<file path="config.mk">
export PLATFORM = sky130hd
export DESIGN_NAME = morse_key_decoder
export DESIGN_NICKNAME = d
export VERILOG_FILES = /design/src/rtl/morse_key_decoder.sv
export SDC_FILE = /design/constraint.sdc
export NUM_CORES = 1
export LEC_CHECK = 0
export ABC_AREA = 1
export BUFFER_PORTS_ARGS = -buffer_cell sky130_fd_sc_hd__buf_4
export CORE_ASPECT_RATIO = 1.4
export CORE_MARGIN = 2
export CORE_UTILIZATION = 65
export CTS_BUF_LIST = sky130_fd_sc_hd__clkbuf_8
export DETAILED_ROUTE_END_ITERATION = 16
export GPL_TIMING_DRIVEN = 0
export PLACE_DENSITY = 0.95
export RECOVER_POWER = 50
export REMOVE_ABC_BUFFERS = 1
export SYNTH_ARGS = -nofsm -noshare
export SYNTH_HDL_FRONTEND = slang
export SYNTH_SLANG_ARGS = --single-unit
</file>
<file path="constraint.sdc">
create_clock -name Clock -period 5.59 [get_ports Clock]
set_input_delay 0.559 -clock Clock [delete_from_list [all_inputs] [get_ports Clock]]
set_output_delay 0.559 -clock Clock [all_outputs]
set_load 0.01 [all_outputs]
</file>
<file path="src/rtl/morse_key_decoder.sv">
// Straight-key Morse decoder: times key-down/key-up in ticks, classifies dot/dash, emits 6-bit codes.
// Optional word-space detection (code 37) is enabled by defining WORD_GAP_EN.
module morse_key_decoder #(
  parameter int MAX_ELEMS  = 5,
  parameter int CNT_W      = 8,
  parameter int DASH_TICKS = 3,
  parameter int LETTER_GAP = 3,
  parameter int WORD_GAP   = 7
) (
  input  logic       Clock,
  input  logic       Reset,
  input  logic       tick,
  input  logic       key,
  output logic [5:0] char_out,
  output logic       char_valid,
  output logic       elem_valid,
  output logic       elem_dash
);

  localparam int LEN_W = $clog2(MAX_ELEMS + 1);
  localparam logic [5:0] CODE_INVALID = 6'd36;
  localparam logic [5:0] CODE_SPACE   = 6'd37;

  if (MAX_ELEMS < 5) begin : g_bad_max_elems
    $error("morse_key_decoder: MAX_ELEMS must be at least 5");
  end
  if (DASH_TICKS < 1 || LETTER_GAP < 1) begin : g_bad_timing
    $error("morse_key_decoder: DASH_TICKS and LETTER_GAP must be at least 1");
  end
  if (WORD_GAP <= LETTER_GAP) begin : g_bad_word_gap
    $error("morse_key_decoder: WORD_GAP must exceed LETTER_GAP");
  end

`ifdef WORD_GAP_EN
  typedef enum logic [1:0] {IDLE, MARK, SPACE, WORD_WAIT} state_t;
`else
  typedef enum logic [1:0] {IDLE, MARK, SPACE} state_t;
`endif

  state_t                 state_reg;
  logic [CNT_W-1:0]       mark_cnt_reg;
  logic [CNT_W-1:0]       gap_cnt_reg;
  logic [MAX_ELEMS-1:0]   elems_reg;
  logic [LEN_W-1:0]       len_reg;
  logic                   ovf_reg;
  logic                   from_space_reg;
  logic [5:0]             char_out_reg;
  logic                   char_valid_reg;
  logic                   elem_valid_reg;
  logic                   elem_dash_reg;

  logic                   is_dash;
  logic [CNT_W-1:0]       gap_next;

  assign is_dash  = (mark_cnt_reg >= CNT_W'(DASH_TICKS));
  assign gap_next = (gap_cnt_reg == '1) ? gap_cnt_reg : gap_cnt_reg + CNT_W'(1);

  // Pattern holds the first element in bit len-1; dash = 1.
  function automatic logic [5:0] decode(input int len, input logic [4:0] pat, input logic ovf);
    logic [5:0] code;
    code = CODE_INVALID;
    if (!ovf) begin
      case (len)
        1: code = pat[0] ? 6'd29 : 6'd14;
        2: case (pat[1:0])
             2'b01: code = 6'd10;
             2'b00: code = 6'd18;
             2'b11: code = 6'd22;
             default: code = 6'd23;
           endcase
        3: case (pat[2:0])
             3'b100: code = 6'd13;
             3'b110: code = 6'd16;
             3'b101: code = 6'd20;
             3'b111: code = 6'd24;
             3'b010: code = 6'd27;
             3'b000: code = 6'd28;
             3'b001: code = 6'd30;
             default: code = 6'd32;
           endcase
        4: case (pat[3:0])
             4'b1000: code = 6'd11;
             4'b1010: code = 6'd12;
             4'b0010: code = 6'd15;
             4'b0000: code = 6'd17;
             4'b0111: code = 6'd19;
             4'b0100: code = 6'd21;
             4'b0110: code = 6'd25;
             4'b1101: code = 6'd26;
             4'b0001: code = 6'd31;
             4'b1001: code = 6'd33;
             4'b1011: code = 6'd34;
             4'b1100: code = 6'd35;
             default: code = CODE_INVALID;
           endcase
        5: case (pat)
             5'b11111: code = 6'd0;
             5'b01111: code = 6'd1;
             5'b00111: code = 6'd2;
             5'b00011: code = 6'd3;
             5'b00001: code = 6'd4;
             5'b00000: code = 6'd5;
             5'b10000: code = 6'd6;
             5'b11000: code = 6'd7;
             5'b11100: code = 6'd8;
             5'b11110: code = 6'd9;
             default:  code = CODE_INVALID;
           endcase
        default: code = CODE_INVALID;
      endcase
    end
    return code;
  endfunction

  always_ff @(posedge Clock) begin
    if (Reset) begin
      state_reg      <= IDLE;
      mark_cnt_reg   <= '0;
      gap_cnt_reg    <= '0;
      elems_reg      <= '0;
      len_reg        <= '0;
      ovf_reg        <= 1'b0;
      from_space_reg <= 1'b0;
      char_out_reg   <= CODE_INVALID;
      char_valid_reg <= 1'b0;
      elem_valid_reg <= 1'b0;
      elem_dash_reg  <= 1'b0;
    end else begin
      char_valid_reg <= 1'b0;
      elem_valid_reg <= 1'b0;
      case (state_reg)
        IDLE: begin
          if (key) begin
            state_reg      <= MARK;
            mark_cnt_reg   <= '0;
            from_space_reg <= 1'b0;
          end
        end
        MARK: begin
          if (!key) begin
            if (mark_cnt_reg == '0) begin
              // Zero-tick press: drop it and resume where we came from.
              if (from_space_reg) begin
                state_reg   <= SPACE;
                gap_cnt_reg <= '0;
              end else begin
                state_reg <= IDLE;
              end
            end else begin
              elem_valid_reg <= 1'b1;
              elem_dash_reg  <= is_dash;
              if (len_reg < LEN_W'(MAX_ELEMS)) begin
                elems_reg <= {elems_reg[MAX_ELEMS-2:0], is_dash};
                len_reg   <= len_reg + LEN_W'(1);
              end else begin
                ovf_reg <= 1'b1;
              end
              state_reg   <= SPACE;
              gap_cnt_reg <= '0;
            end
          end else if (tick && mark_cnt_reg != '1) begin
            mark_cnt_reg <= mark_cnt_reg + CNT_W'(1);
          end
        end
        SPACE: begin
          if (key) begin
            state_reg      <= MARK;
            mark_cnt_reg   <= '0;
            from_space_reg <= 1'b1;
          end else if (tick) begin
            gap_cnt_reg <= gap_next;
            if (gap_next == CNT_W'(LETTER_GAP)) begin
              char_out_reg   <= decode(int'(len_reg), elems_reg[4:0], ovf_reg);
              char_valid_reg <= 1'b1;
              elems_reg      <= '0;
              len_reg        <= '0;
              ovf_reg        <= 1'b0;
`ifdef WORD_GAP_EN
              state_reg      <= WORD_WAIT;
`else
              state_reg      <= IDLE;
`endif
            end
          end
        end
`ifdef WORD_GAP_EN
        WORD_WAIT: begin
          if (key) begin
            state_reg      <= MARK;
            mark_cnt_reg   <= '0;
            from_space_reg <= 1'b0;
          end else if (tick) begin
            gap_cnt_reg <= gap_next;
            if (gap_next == CNT_W'(WORD_GAP)) begin
              char_out_reg   <= CODE_SPACE;
              char_valid_reg <= 1'b1;
              state_reg      <= IDLE;
            end
          end
        end
`endif
        default: state_reg <= IDLE;
      endcase
    end
  end

  assign char_out   = char_out_reg;
  assign char_valid = char_valid_reg;
  assign elem_valid = elem_valid_reg;
  assign elem_dash  = elem_dash_reg;

endmodule

</file>
==> impl_metrics.csv <==
group,metric,value,unit
outcome,status,"finished clean",
setup_path,worst-path-stages,20,
setup_path,path_cells,"ha_1 -> nand2_1 -> nor2_1 -> nand2_1 -> o21ai_0 -> nand2_1 -> nor2_2 -> nand2_1 -> nand2_1 -> nand2_1 -> nand2_1 -> nand2_2 -> nand2_2 -> inv_1 -> ha_1 -> nor2_1 -> nand2_1 -> nand2_1 -> nand2_1 -> nand2_1",
routing,num_vias,2550,
logic_synthesis,yosys_register_bits,48,
clock_network,cts.repair.resized,0,
floorplan,fp.dieW,59.1,microns
sta,rsz0062_at_grt,"false",
power,p_int,0.000452,W
sta,fin_crit,3040,ps
logic_synthesis,yosys_warnings,0,
setup_path,cp-end-kind,"flip-flop",
place,dpl.hpwl,4440,microns
routing,viasPerCell,5.62,
routing,drtIter0Drc,126,
sta,clock.fmax,329,MHz
power,pwr-share-comb,5.1,%
setup_path,path_buf_inv,1,
routing,drc,0,
final_layout,area_delta_synth_final,4.75,%
power,power.switching,0.000140,W
floorplan,num_rows,28,
setup_path,r2r-start,"gap_cnt_reg[0]$_SDFFE_PP0P_",
global_route,gr-total-overflow,0,
place,portBuffers,12,
clock_network,clkSinkCount,48,
power,power_density,204,mW/mm^2
final_layout,diodes,0,
final_layout,layout_common_cells,"nand2_1, inv_1, dfxtp_1",
clock_network,clockBufferDepth,2,
sta,tns,0,ps
final_layout,final.fill_count,364,
sta,hold_viol,0,
final_layout,layout-drive-gt1-share,9.29,%
final_layout,final_common_cell,"nand2_1",
final_layout,multiInputGateArea,0.00152,sq mm
floorplan,die_height,81.2,microns
sta,finalClockSkew,4.83,ps
power,p_seq_share,58.8,%
clock_network,numCtsBuffers,5,
floorplan,io_pins,13,
logic_synthesis,synthCells,396,
logic_synthesis,ys.flop_type,"dfxtp_1",
sta,slew_headroom,44.5,%
clock_network,clk_pin_slew_worst_paths,80,ps
setup_path,critPathTopFamily,"simple AND/OR/NAND/NOR gates",
global_route,grt_pass1_wl,9530,microns
global_route,grt_pass1_vias,2249,
routing,wl_per_cell,13.0,microns
clock_network,cts_tree,"built",
logic_synthesis,syn_area,0.00277,sq mm
sta,finalMaxSlewViolations,0,
power,p_clk_share,36.1,%
power,p_leak,1.29,nW
worst_hold_path,hp-class,"flip-flop to flip-flop",
power,p_sw_share,23.6,%
setup_path,startpoint_type,"flip-flop",
setup_path,worst_path_max_delay_cell,"dfxtp_1",
setup_path,path_common_cell,"nand2_1",
floorplan,design.core.area,0.00417,sq mm
setup_path,cp_data_arrival_time,3290,ps
clock_network,cts-root-buf,"clkbuf_8",
clock_network,postCtsHoldBufs,0,
clock_network,cts_max_level,2,
power,peakVddDrop,0.202,mV
final_layout,regArea,961,sq um
final_layout,nets,424,
clock_network,clock_latency,310,ps
sta,worst_pin_slew,824,ps
global_route,grt_usage,25.7,%
logic_synthesis,ys_seq_area_share,34.8,%
global_route,grt_max_degree,17,
routing,final_antenna_net_count,0,
setup_path,cp_max_fo,9,
logic_synthesis,synth_cell_types,41,
setup_path,slowest_delay,400,ps
setup_path,cp-startpoint,"gap_cnt_reg[0]$_SDFFE_PP0P_",
setup_path,reg2reg_slack,2550,ps
routing,wl,5920,microns
place,gp_congestion,0.939,
setup_path,required,5850,ps
power,totalPowerFinal,0.000592,W
sta,min_period_over_period,54.4,%
floorplan,die-area,0.00480,sq mm
global_route,antenna_found_initial,0,
logic_synthesis,synthArstFlopShare,0,%
setup_path,reg2reg_depth,20,
job,max-cap-violations,0,
sta,finalSetupViolCount,0,
clock_network,postCtsSetupRepairBufs,0,
floorplan,start_util,66.3,%
logic_synthesis,synth.avg_cell_area,6.98,sq um
routing,firstDrtPassIters,4,
logic_synthesis,synth-edff-count,0,
setup_path,setup.worst_path.class,"flip-flop to flip-flop",
==> metal layers <==
layer	part of all wire [%]	GRT usage, %	vias to the layer above
met5	0	0	-
met4	3.1	13.9	0
met3	3.2	4.78	20
met2	53	48.2	63
met1	41	26.0	1147
li1	-	-	1320
==> kinds of logic after synthesis <==
family	share of synthesized area, %
compound gates	17.0
simple gates	32.9
flops	34.8
xor+xnor	0.950
buf+inv	9.05
fa+ha+maj	5.43
==> cell usage after synthesis (2+ instances only) <==
cell type	number	area, sq um
xor2_1	2	17.5
buf_2	2	10.0
nor2_4	2	22.5
ha_1	12	150
nand3_2	3	30.0
clkbuf_1	3	11.3
nor4_1	3	18.8
inv_2	3	11.3
a21oi_1	24	120
clkinv_1	2	7.51
nor2_1	39	146
nor3_1	6	30.0
nand2_4	4	45.0
a31oi_1	2	12.5
nor2_2	6	37.5
nand2_1	88	330
nand3_1	28	140
o211ai_1	3	22.5
nand2_2	10	62.6
o21ai_1	5	25.0
nand4_1	3	18.8
o21ai_0	21	105
o21ai_2	3	26.3
dfxtp_1	48	961
a211oi_1	8	60.1
inv_1	51	191
==> stage by stage <==
stage                     instance area, sq um  hold slack [ps]  cells  util (%)  worst slack (ps)
after floorplan                           2730              425    389         -              3200
after global placement                    2870              453    446      68.9              2860
after detailed placement                  2870              458    446      68.9              2840
after CTS                                 2970              471    454      71.1              2810
after global routing                      2900              503    454      69.5              2310
final                                     2900              467    454      69.5              2550
==> tightest hold or removal path, delay by kind of cell, from the launching register on <==
| family | cells | cell delay (ps) |
|---|---|---|
| compound gates | 1 | 50 |
| flops | 1 | 320 |
| simple gates | 1 | 60 |
==> power groups by stage <==
stage | Sequential [W] | Clock (W) | Combinational, W
finish | 0.000348 | 0.000214 | 0.0000302
global route | 0.000348 | 0.000227 | 0.0000334
CTS | 0.000348 | 0.000215 | 0.0000311
detailed placement | 0.000356 | 0 | 0.0000308
global placement | 0.000356 | 0 | 0.0000301
floorplan | 0.000355 | 0 | 0.0000219
==> layout make-up <==
cell class                      instances  share of cell area (%)
Multi-Input combinational cell        285                    52.6
Sequential cell                        48                    33.2
Inverter                               56                    7.26
Clock buffer                            6                    2.85
Tap cell                               45                    1.94
Timing Repair Buffer                   12                    1.81
Clock inverter                          2                   0.389
==> worst min-delay path by stage <==
stage	cells past startpoint	to	slack [ps]	startpoint
floorplan	2	ovf_reg$_SDFFE_PP0P_	420	ovf_reg$_SDFFE_PP0P_
global placement	2	elem_dash$_SDFFE_PP0P_	450	elem_dash$_SDFFE_PP0P_
detailed placement	2	elem_dash$_SDFFE_PP0P_	460	elem_dash$_SDFFE_PP0P_
CTS	2	elem_dash$_SDFFE_PP0P_	470	elem_dash$_SDFFE_PP0P_
global route	2	ovf_reg$_SDFFE_PP0P_	500	ovf_reg$_SDFFE_PP0P_
finish	2	elem_dash$_SDFFE_PP0P_	470	elem_dash$_SDFFE_PP0P_
Power figures use the tool's default switching activity.
